### src/rtl/ram_fifo_ctrl_pkg.sv
// fifo_pkg: constants and helpers shared by ram_fifo_ctrl and fifo_skid2.
//   SKID_DEPTH     : entries in the output skid buffer
//   RAM_RD_LATENCY : cycles from ram_rd_addr to ram_rd_q
//   skid_has_room  : read-issue gate; true when the words already committed to
//                    the skid (held + in flight - leaving) leave a free slot
package fifo_pkg;

  localparam int SKID_DEPTH     = 2;
  localparam int RAM_RD_LATENCY = 1;

  function automatic logic skid_has_room(input logic [1:0] skid_cnt,
                                         input logic       inflight,
                                         input logic       pop);
    logic [2:0] occ;
    occ = {1'b0, skid_cnt} + {2'b00, inflight} - {2'b00, pop};
    return occ < 3'(SKID_DEPTH);
  endfunction

endpackage

### src/rtl/ram_fifo_ctrl_if.sv
// ram_fifo_ctrl_if: push and pop handshakes of the RAM-backed FIFO.
//   in_valid/in_ready/in_data    : push side (producer -> FIFO)
//   out_valid/out_ready/out_data : pop side, show-ahead (FIFO -> consumer)
//   modport slave  : the FIFO view
//   modport master : the producer/consumer view
interface ram_fifo_ctrl_if #(
  parameter int WIDTH = 32
) ();

  logic             in_valid;
  logic             in_ready;
  logic [WIDTH-1:0] in_data;
  logic             out_valid;
  logic             out_ready;
  logic [WIDTH-1:0] out_data;

  modport master (
    output in_valid, in_data, out_ready,
    input  in_ready, out_valid, out_data
  );

  modport slave (
    input  in_valid, in_data, out_ready,
    output in_ready, out_valid, out_data
  );

endinterface

### src/rtl/ram_fifo_ctrl_skid2.sv
// fifo_skid2: two-entry show-ahead buffer catching RAM read data.
//   clock, reset_n : clock, asynchronous active-low reset (clears data too)
//   flush          : synchronous empty, wins over push and pop
//   push/push_data : capture a word (caller never pushes when full)
//   pop            : drop the head word (caller never pops when empty)
//   head_data      : oldest word held
//   count          : words held, 0..2
module fifo_skid2
  import fifo_pkg::*;
#(
  parameter int WIDTH = 32
) (
  input  logic             clock,
  input  logic             reset_n,
  input  logic             flush,
  input  logic             push,
  input  logic [WIDTH-1:0] push_data,
  input  logic             pop,
  output logic [WIDTH-1:0] head_data,
  output logic [1:0]       count
);

  logic [WIDTH-1:0] mem [SKID_DEPTH];
  logic             wr_ptr;
  logic             rd_ptr;
  logic [1:0]       cnt;

  always_ff @(posedge clock or negedge reset_n) begin
    if (!reset_n) begin
      for (int i = 0; i < SKID_DEPTH; i++) mem[i] <= '0;
      wr_ptr <= 1'b0;
      rd_ptr <= 1'b0;
      cnt    <= '0;
    end else if (flush) begin
      wr_ptr <= 1'b0;
      rd_ptr <= 1'b0;
      cnt    <= '0;
    end else begin
      if (push) begin
        mem[wr_ptr] <= push_data;
        wr_ptr      <= ~wr_ptr;
      end
      if (pop) rd_ptr <= ~rd_ptr;
      cnt <= cnt + {1'b0, push} - {1'b0, pop};
    end
  end

  // The head only moves on pop, so it stays stable while the consumer stalls.
  assign head_data = mem[rd_ptr];
  assign count     = cnt;

endmodule

### src/rtl/ram_fifo_ctrl.sv
// ram_fifo_ctrl: FIFO controller around an external single-write/single-read
// RAM with 1-cycle registered read data, plus a 2-entry output skid.
//   clock, reset_n     : clock, asynchronous active-low reset
//   flush              : synchronous clear of all contents, beats everything
//   bus (slave)        : push / show-ahead pop handshakes
//   level              : words held (RAM + read in flight + skid)
//   ram_wr_*           : RAM write port, driven combinationally on push
//   ram_rd_addr/_q     : RAM read port, q returns one cycle after the address
module ram_fifo_ctrl
  import fifo_pkg::*;
#(
  parameter  int DEPTH      = 2048,
  parameter  int WIDTH      = 32,
  localparam int DEPTH_BITS = $clog2(DEPTH),
  localparam int BE_BITS    = WIDTH / 8
) (
  input  logic                  clock,
  input  logic                  reset_n,
  input  logic                  flush,
  ram_fifo_ctrl_if.slave        bus,
  output logic [DEPTH_BITS+1:0] level,
  output logic [DEPTH_BITS-1:0] ram_wr_addr,
  output logic                  ram_wr_en,
  output logic [BE_BITS-1:0]    ram_wr_be,
  output logic [WIDTH-1:0]      ram_wr_data,
  output logic [DEPTH_BITS-1:0] ram_rd_addr,
  input  logic [WIDTH-1:0]      ram_rd_q
);

  localparam int LVL_W = DEPTH_BITS + 2;

  logic [DEPTH_BITS:0] wp;
  logic [DEPTH_BITS:0] rp;
  logic [DEPTH_BITS:0] ram_count;
  logic                full;
  logic                push;
  logic                pop;
  logic                rd_issue;
  logic                inflight_p1;
  logic [1:0]          skid_cnt;

  // Pointers carry one extra wrap bit so full and empty are distinguishable.
  // ram_count uses the registered wp, so a word is readable only from the
  // cycle after it was written: no same-address read-during-write.
  assign ram_count = wp - rp;
  assign full      = (ram_count == (DEPTH_BITS + 1)'(DEPTH));

  assign bus.in_ready = !full && !flush && reset_n;
  assign push         = bus.in_valid && bus.in_ready;
  assign pop          = bus.out_valid && bus.out_ready;

  // Issue a read only if the skid can take the word when it returns.
  assign rd_issue = (ram_count != '0) && !flush
                    && skid_has_room(skid_cnt, inflight_p1, pop);

  assign ram_wr_en   = push;
  assign ram_wr_addr = wp[DEPTH_BITS-1:0];
  assign ram_wr_data = bus.in_data;
  assign ram_wr_be   = {BE_BITS{1'b1}};
  assign ram_rd_addr = rp[DEPTH_BITS-1:0];

  // Stage p0 -> p1: pointer update and read issue; inflight_p1 marks q valid.
  always_ff @(posedge clock or negedge reset_n) begin
    if (!reset_n) begin
      wp          <= '0;
      rp          <= '0;
      inflight_p1 <= 1'b0;
    end else if (flush) begin
      wp          <= '0;
      rp          <= '0;
      inflight_p1 <= 1'b0;
    end else begin
      if (push)     wp <= wp + 1'b1;
      if (rd_issue) rp <= rp + 1'b1;
      inflight_p1 <= rd_issue;
    end
  end

  // Stage p1 -> p2: returning RAM word lands in the skid buffer.
  fifo_skid2 #(
    .WIDTH(WIDTH)
  ) u_skid (
    .clock     (clock),
    .reset_n   (reset_n),
    .flush     (flush),
    .push      (inflight_p1),
    .push_data (ram_rd_q),
    .pop       (pop),
    .head_data (bus.out_data),
    .count     (skid_cnt)
  );

  assign bus.out_valid = (skid_cnt != '0);

  assign level = LVL_W'(ram_count) + LVL_W'(inflight_p1) + LVL_W'(skid_cnt);

endmodule

### src/flat_wrapper.sv
// flat-port wrapper written by rule: the top's interface ports become plain ports
module ram_fifo_ctrl_flat import fifo_pkg::*;
#(
  parameter  int DEPTH      = 2048,
  parameter  int WIDTH      = 32,
  localparam int DEPTH_BITS = $clog2(DEPTH),
  localparam int BE_BITS    = WIDTH / 8
)
  (clock, reset_n, flush, level, ram_wr_addr, ram_wr_en, ram_wr_be, ram_wr_data, ram_rd_addr, ram_rd_q, bus_in_valid, bus_in_data, bus_out_ready, bus_in_ready, bus_out_valid, bus_out_data);
  ram_fifo_ctrl_if #(.WIDTH(WIDTH)) bus_i ();
  input  logic clock;
  input  logic reset_n;
  input  logic flush;
  output logic [DEPTH_BITS+1:0] level;
  output logic [DEPTH_BITS-1:0] ram_wr_addr;
  output logic ram_wr_en;
  output logic [BE_BITS-1:0] ram_wr_be;
  output logic [WIDTH-1:0] ram_wr_data;
  output logic [DEPTH_BITS-1:0] ram_rd_addr;
  input  logic [WIDTH-1:0] ram_rd_q;
  input wire logic [$bits(bus_i.in_valid)-1:0] bus_in_valid;
  input wire logic [$bits(bus_i.in_data)-1:0] bus_in_data;
  input wire logic [$bits(bus_i.out_ready)-1:0] bus_out_ready;
  output wire logic [$bits(bus_i.in_ready)-1:0] bus_in_ready;
  output wire logic [$bits(bus_i.out_valid)-1:0] bus_out_valid;
  output wire logic [$bits(bus_i.out_data)-1:0] bus_out_data;
  assign bus_i.in_valid = bus_in_valid;
  assign bus_i.in_data = bus_in_data;
  assign bus_i.out_ready = bus_out_ready;
  assign bus_in_ready = bus_i.in_ready;
  assign bus_out_valid = bus_i.out_valid;
  assign bus_out_data = bus_i.out_data;
  ram_fifo_ctrl #(.DEPTH(DEPTH), .WIDTH(WIDTH)) u_core (.clock(clock), .reset_n(reset_n), .flush(flush), .bus(bus_i), .level(level), .ram_wr_addr(ram_wr_addr), .ram_wr_en(ram_wr_en), .ram_wr_be(ram_wr_be), .ram_wr_data(ram_wr_data), .ram_rd_addr(ram_rd_addr), .ram_rd_q(ram_rd_q));
endmodule
### config.mk
export PLATFORM = sky130hd
export DESIGN_NAME = ram_fifo_ctrl_flat
export DESIGN_NICKNAME = d
export VERILOG_FILES = /design/src/rtl/ram_fifo_ctrl_pkg.sv /design/src/rtl/ram_fifo_ctrl_if.sv /design/src/rtl/ram_fifo_ctrl_skid2.sv /design/src/rtl/ram_fifo_ctrl.sv /design/src/flat_wrapper.sv
export SDC_FILE = /design/constraint.sdc
export NUM_CORES = 1
export LEC_CHECK = 0
export BUFFER_PORTS_ARGS = -buffer_cell sky130_fd_sc_hd__buf_2
export CAP_MARGIN = 40
export CORE_MARGIN = 5
export CORE_UTILIZATION = 56
export DETAILED_ROUTE_END_ITERATION = 6
export GPL_ROUTABILITY_DRIVEN = 0
export GPL_TIMING_DRIVEN = 0
export PLACE_DENSITY = 0.95
export REMOVE_ABC_BUFFERS = 1
export SETUP_SLACK_MARGIN = 0.05
export SKIP_CTS_REPAIR_TIMING = 1
export SYNTH_ARGS = -nofsm -noshare
export SYNTH_HDL_FRONTEND = slang
export SYNTH_SLANG_ARGS = --single-unit
export TNS_END_PERCENT = 1
### constraint.sdc
create_clock -name clock -period 8.7 [get_ports clock]
set_clock_uncertainty 0.2 [all_clocks]
set_input_delay 0.87 -clock clock [delete_from_list [all_inputs] [get_ports clock]]
set_output_delay 0.87 -clock clock [all_outputs]
set_load 0.01 [all_outputs]
==> results of run 1 <==
## worst max-delay path, delay by kind of cell (launching register included)
kind	cells	cell delay, ps
AOI/OAI and AO/OA	4	1910
adders and majority gates	2	690
buffers and inverters	1	180
DFF	1	500
and+or+nand+nor	3	610
## metrics by stage
step	util, %	hold WS (ps)
finish	61.6	252
global route	61.6	259
CTS	61.6	254
detailed placement	59.3	292
global placement	58.2	281
floorplan	-	274
## Yosys cell counts, types with 4 or more instances
library cell,instances,area (um^2)
nor3_1,6,30.0
buf_4,58,435
o31ai_1,9,67.6
xnor2_1,12,105
mux2i_1,4,40.0
clkbuf_1,13,48.8
o21ai_0,5,25.0
or4_1,8,60.1
dfrtp_1,93,2330
nand3_1,12,60.1
fa_1,4,80.1
mux2_2,96,1080
nand2_1,13,48.8
inv_1,25,93.8
a21o_1,7,52.6
nand4_1,6,37.5
or3_1,11,68.8
ha_1,16,200
nor2_1,29,109
o21ai_1,7,35.0
a21oi_1,25,125
xor2_1,9,78.8
## registers in the layout (all words and copies together), names as in the netlist
register and count:
u_core.u_skid.rd_ptr 1, u_core.u_skid.wr_ptr 1, u_core.u_skid.count 2, u_core.u_skid.mem 64, u_core.inflight_p1 1, u_core.wp 12
u_core.rp 12
## cell type report
cell class / count / share of cell area, %
Multi-Input combinational cell: 337 / 44.8
Sequential cell: 93 / 37.1
Timing Repair Buffer: 113 / 10.3
Tap cell: 136 / 2.71
Clock buffer: 9 / 1.97
Clock inverter: 7 / 1.66
Inverter: 25 / 1.50
Antenna cell: 1 / 0.0399
## final timing paths
path / endpoint / slack (ps) / depth (start not counted)
worst max-delay path: ram_wr_en / 3390 / 10
worst min-delay path: u_core.u_skid.mem[39] / 250 / 1
worst max register to register: u_core.wp[1] / 4440 / 10
worst min register to register: u_core.u_skid.mem[56] / 310 / 1
max in group asynchronous: u_core.u_skid.mem[58] / 7380 / 2
min in group clock: u_core.u_skid.mem[56] / 310 / 1
## logic make-up after synthesis
group / count (synthesis) / share of synthesized area (%)
simple gates: 113 / 11.2
other cells: 1 / 0.0651
compound gates: 76 / 9.05
flops: 93 / 40.4
xor+xnor: 21 / 3.19
fa+ha+maj: 20 / 4.86
mux: 103 / 20.0
buf+inv: 104 / 11.2
## power by group
group / switching (mW) / total (mW) / internal (mW) / leakage (nW)
Clock: 0.161 / 0.327 / 0.166 / 0.108
Sequential: 0.108 / 0.699 / 0.591 / 1.18
Combinational: 0.497 / 0.973 / 0.476 / 1.62
## layout by cell type, fill, tap and decap left out, types with 3 or more instances in the layout
master	synthesis	routed
xor2_1	9	9
fa_1	4	4
nand3_1	12	12
a21oi_1	25	25
conb_1	1	4
ha_1	16	16
o31ai_1	9	9
and3_1	3	3
xnor2_1	12	12
inv_1	25	25
nor2_1	29	29
nand4_1	6	6
or3_1	11	11
dfrtp_1	93	93
buf_2	3	105
buf_4	58	3
nor2b_1	3	3
o21ai_0	5	5
nand2_1	13	13
nor3_1	6	5
mux2i_1	4	4
mux2_2	96	96
nand3b_1	3	3
and3b_1	3	3
and2_1	3	3
a21o_1	7	7
clkbuf_8	0	9
or4_1	8	8
o21ai_1	7	7
mux2_1	3	3
## layer usage
layer,up-vias,global-route usage [%],part of all wire [%]
met5,-,3.53,0.25
met4,2,10.5,3.9
met3,57,6.63,8.2
met2,218,38.2,50
met1,2138,26.8,38
li1,1922,-,-
==> results.json, run 1 <==
{
  "syn-mean-instance-area_um2": 10.9,
  "place_inst": 704,
  "dp_hpwl_um": 10900,
  "hold_viol": 0,
  "crit_required_ps": 7630,
  "reg2reg_from": "u_core.rp[0]",
  "grt_pass1_vias": 4460,
  "synthArstFlopShare_pct": 100,
  "cts_sinks": 93,
  "endpoint_kind": "output port",
  "finalNonFillerCells": 721,
  "fill_cells": 841,
  "yosys_warnings": 0,
  "clockBufferDepth": 2,
  "first_pass_iters": 5,
  "core-area_um2": 10200,
  "dp_slack_ps": 3850,
  "crit_start": "u_core.rp[0]",
  "setup_slack_ps": 3390,
  "place_area_um2": 6040,
  "via_per_inst": 6.02,
  "rows": 37,
  "max-slew-margin-rel_pct": 37.7,
  "drt_wl_total_um": 14200,
  "ys.flop_type": "dfrtp_1",
  "grt-ovfl-total": 0,
  "post-route-period-util_pct": 61.0,
  "ant_nets": 0,
  "cts-root-buf": "clkbuf_8",
  "synth_seq_cells": 93,
  "remaining_drc_errors": 0,
  "drive_gt1_share_pct": 40.2,
  "yosys.cell_types.count": 63,
  "maxCapViolCount": 0,
  "grtUsageTotal_pct": 22.8,
  "status": "completed",
  "final_nets": 668,
  "rsz0062_at_grt": "false",
  "cp.arrival_ps": 4240,
  "detail_route.wl_per_cell_um": 19.7,
  "finalPower_mw": 2.00,
  "crit_type": "flop to output port",
  "final_max_slew_viol_count": 0,
  "via_count": 4337,
  "grt_pass1_wl_um": 22800,
  "clk-insertion-delay-late_ps": 350,
  "synthCells": 531,
  "cp-start-kind": "flop",
  "syn_area_um2": 5760,
  "cpMaxStageDelayCell": "o31ai_4",
  "cts_max_level": 3,
  "period_needed_ps": 5310,
  "antenna_found_initial": 1,
  "initialDrtViolationCount": 308,
  "multi_input_area_um2": 2810,
  "clkTransAtPathRegs_ps": 100,
  "die_h_um": 111,
  "portBuffers": 106,
  "cts_made_buffers": 9,
  "fp.dieW_um": 111,
  "crit_chain": "ha_1 -> fa_1 -> and2b_1 -> o2111ai_1 -> a21o_1 -> a211oi_1 -> nand4_4 -> o31ai_4 -> nor2_1 -> buf_2",
  "ios": 175,
  "grt_max_degree": 65,
  "tritoncts": "built",
  "fin_tns_setup_ps": 0,
  "p_leak_nw": 2.91,
  "power.density_nw_per_um2": 319,
  "start_util_pct": 56.6,
  "worst_ir_drop_vdd_v": 0.000143,
  "ys_seq_area_share_pct": 40.4,
  "regArea_um2": 2330,
  "crit_fanout": 23,
  "max_freq_mhz": 188,
  "finalInstanceArea_um2": 6270,
  "die_area_um2": 12400,
  "syn2layout_area_growth_pct": 8.83,
  "synth_edf_count": 0,
  "hold_path_class": "input pin to async pin",
  "critical-path-max-stage-delay_ps": 770,
  "tightestPinTransition_ps": 929,
  "setup_violations": 0
}
Note: power is estimated with default switching activity, not from simulation.
==> run 2: changes to the inputs <==
- CORE_UTILIZATION: 56 -> 52
- PLACE_DENSITY: 0.95 -> 0.92
- clock period: 8.7 -> 4.91 ns (I/O delays scaled with it)
==> run 2 against run 1 <==
Compared with the run above: non-clock buffer count is 1 higher; count of clock-buffer cells in the layout stayed put; sequential cell count stayed put; routed wire length is 1.7% lower; final area is 0.54% lower; critical path type unchanged; largest power group unchanged; highest routed layer unchanged.
==> results.json, run 2 (same netlist as run 1, synthesis figures left out) <==
{
  "grt_pass1_wl_um": 21800,
  "dp_slack_ps": 567,
  "via_per_inst": 5.78,
  "hold_viol": 0,
  "drive_gt1_share_pct": 40.3,
  "final_nets": 670,
  "crit_type": "flop to output port",
  "drt_wl_total_um": 14000,
  "via_count": 4196,
  "status": "completed",
  "grt_pass1_vias": 4214,
  "crit_chain": "inv_1 -> ha_1 -> fa_1 -> and2b_1 -> o2111ai_1 -> a21o_1 -> a211oi_1 -> nand4_4 -> o31ai_4 -> nor2_1 -> buf_2",
  "die_h_um": 115,
  "tightestPinTransition_ps": 938,
  "finalNonFillerCells": 726,
  "dp_hpwl_um": 10400,
  "tritoncts": "built",
  "cpMaxStageDelayCell": "a211oi_1",
  "start_util_pct": 53.2,
  "largest_reg_flops": 64,
  "remaining_drc_errors": 0,
  "place_inst": 707,
  "die_area_um2": 13300,
  "cp-start-kind": "flop",
  "rrSetupSlack_ps": 780,
  "grtUsageTotal_pct": 21.0,
  "max-slew-margin-rel_pct": 37.4,
  "met2_usage_pct": 32.6,
  "cts_max_level": 3,
  "post-route-period-util_pct": 90.9,
  "cp.depth": 11,
  "setup_slack_ps": 447,
  "ios": 175,
  "core-area_um2": 10800,
  "final_common_cell": "buf_2",
  "crit_required_ps": 4220,
  "cts_sinks": 93,
  "endpoint": "ram_wr_en",
  "clockBufferDepth": 2,
  "detail_route.wl_per_cell_um": 19.2,
  "grt_max_degree": 66,
  "endpoint_kind": "output port",
  "critical-path-max-stage-delay_ps": 600,
  "clk-insertion-delay-late_ps": 380,
  "syn2layout_area_growth_pct": 8.25,
  "final_max_slew_viol_count": 0,
  "reg2reg_depth": 11,
  "crit_fanout": 5,
  "grt_use_met1_pct": 26.8,
  "portBuffers": 106,
  "first_pass_iters": 4,
  "whs_ps": 151,
  "fp.dieW_um": 115,
  "clkTransAtPathRegs_ps": 100,
  "grt-ovfl-total": 0,
  "worst_ir_drop_vdd_v": 0.000323,
  "n_antenna_cell": 0,
  "max_freq_mhz": 224,
  "cts-root-buf": "clkbuf_8",
  "grtUsageMet3_pct": 8.74,
  "gr-max-usage-layer": "met2",
  "rows": 38,
  "reg.largest.list": "u_core.u_skid.mem x64, u_core.rp x12, u_core.wp x12",
  "critPathBufInv": 2,
  "largest_register": "u_core.u_skid.mem",
  "rsz0062_at_grt": "false",
  "setup_violations": 0,
  "power.density_nw_per_um2": 548,
  "antenna_found_initial": 0,
  "period_needed_ps": 4460,
  "final_cell_mix": "105 x buf_2, 96 x mux2_2, 93 x dfrtp_1",
  "cp.arrival_ps": 3770,
  "maxCapViolCount": 0,
  "initialDrtViolationCount": 350,
  "crit_start": "u_core.wp[0]",
  "hold_path_class": "input pin to flop",
  "cts_made_buffers": 9,
  "p_leak_nw": 2.90,
  "r2r_end": "u_core.wp[3]",
  "cp_top_family": "compound AO/OA/AOI/OAI gates",
  "ant_nets": 0,
  "reg2reg_from": "u_core.wp[0]"
}
-- run 2: cell type report --
class / instances / area [um^2]
inverter: 25 / 93.8
fill: 866 / 4600
timing repair buffer: 114 / 643
clock buffer: 9 / 124
multi-input combinational: 338 / 2820
sequential: 93 / 2330
tap: 140 / 175
clock inverter: 7 / 56.3
-- run 2: worst min path at each step --
stage               slack, ps                     to  depth (start not counted)                   from
detailed placement        250   u_core.u_skid.mem[5]                          1                reset_n
global route              120  u_core.u_skid.mem[38]                          2            ram_rd_q[6]
CTS                      -190   u_core.u_skid.mem[5]                          1                reset_n
floorplan                  -5     u_core.inflight_p1                          0                reset_n
global placement          280  u_core.u_skid.mem[26]                          1  u_core.u_skid.mem[26]
finish                    150   u_core.u_skid.mem[8]                          2            ram_rd_q[8]
-- run 2: metal layers --
layer | part of all wire (%) | vias to the layer above | wire length [um]
li1 | - | 1929 | -
met1 | 41 | 2080 | 5730
met5 | 0.30 | - | 42
met4 | 1.2 | 2 | 172
met3 | 9.9 | 13 | 1380
met2 | 48 | 172 | 6650
-- run 2: per-stage QoR --
stage	setup TNS [ps]	cell area [um^2]	total power, mW	utilization, %
after floorplan	0	5220	2.35	-
after global placement	-3650	5930	2.81	54.7
after detailed placement	0	6030	2.94	55.6
after CTS	0	6210	3.44	57.3
after global routing	0	6240	3.67	57.6
final	0	6240	3.42	57.6
-- run 2: power breakdown --
group,internal (mW),switching [mW],leakage [nW]
Clock,0.192,0.292,0.0963
Combinational,0.845,0.864,1.62
Sequential,1.05,0.180,1.18
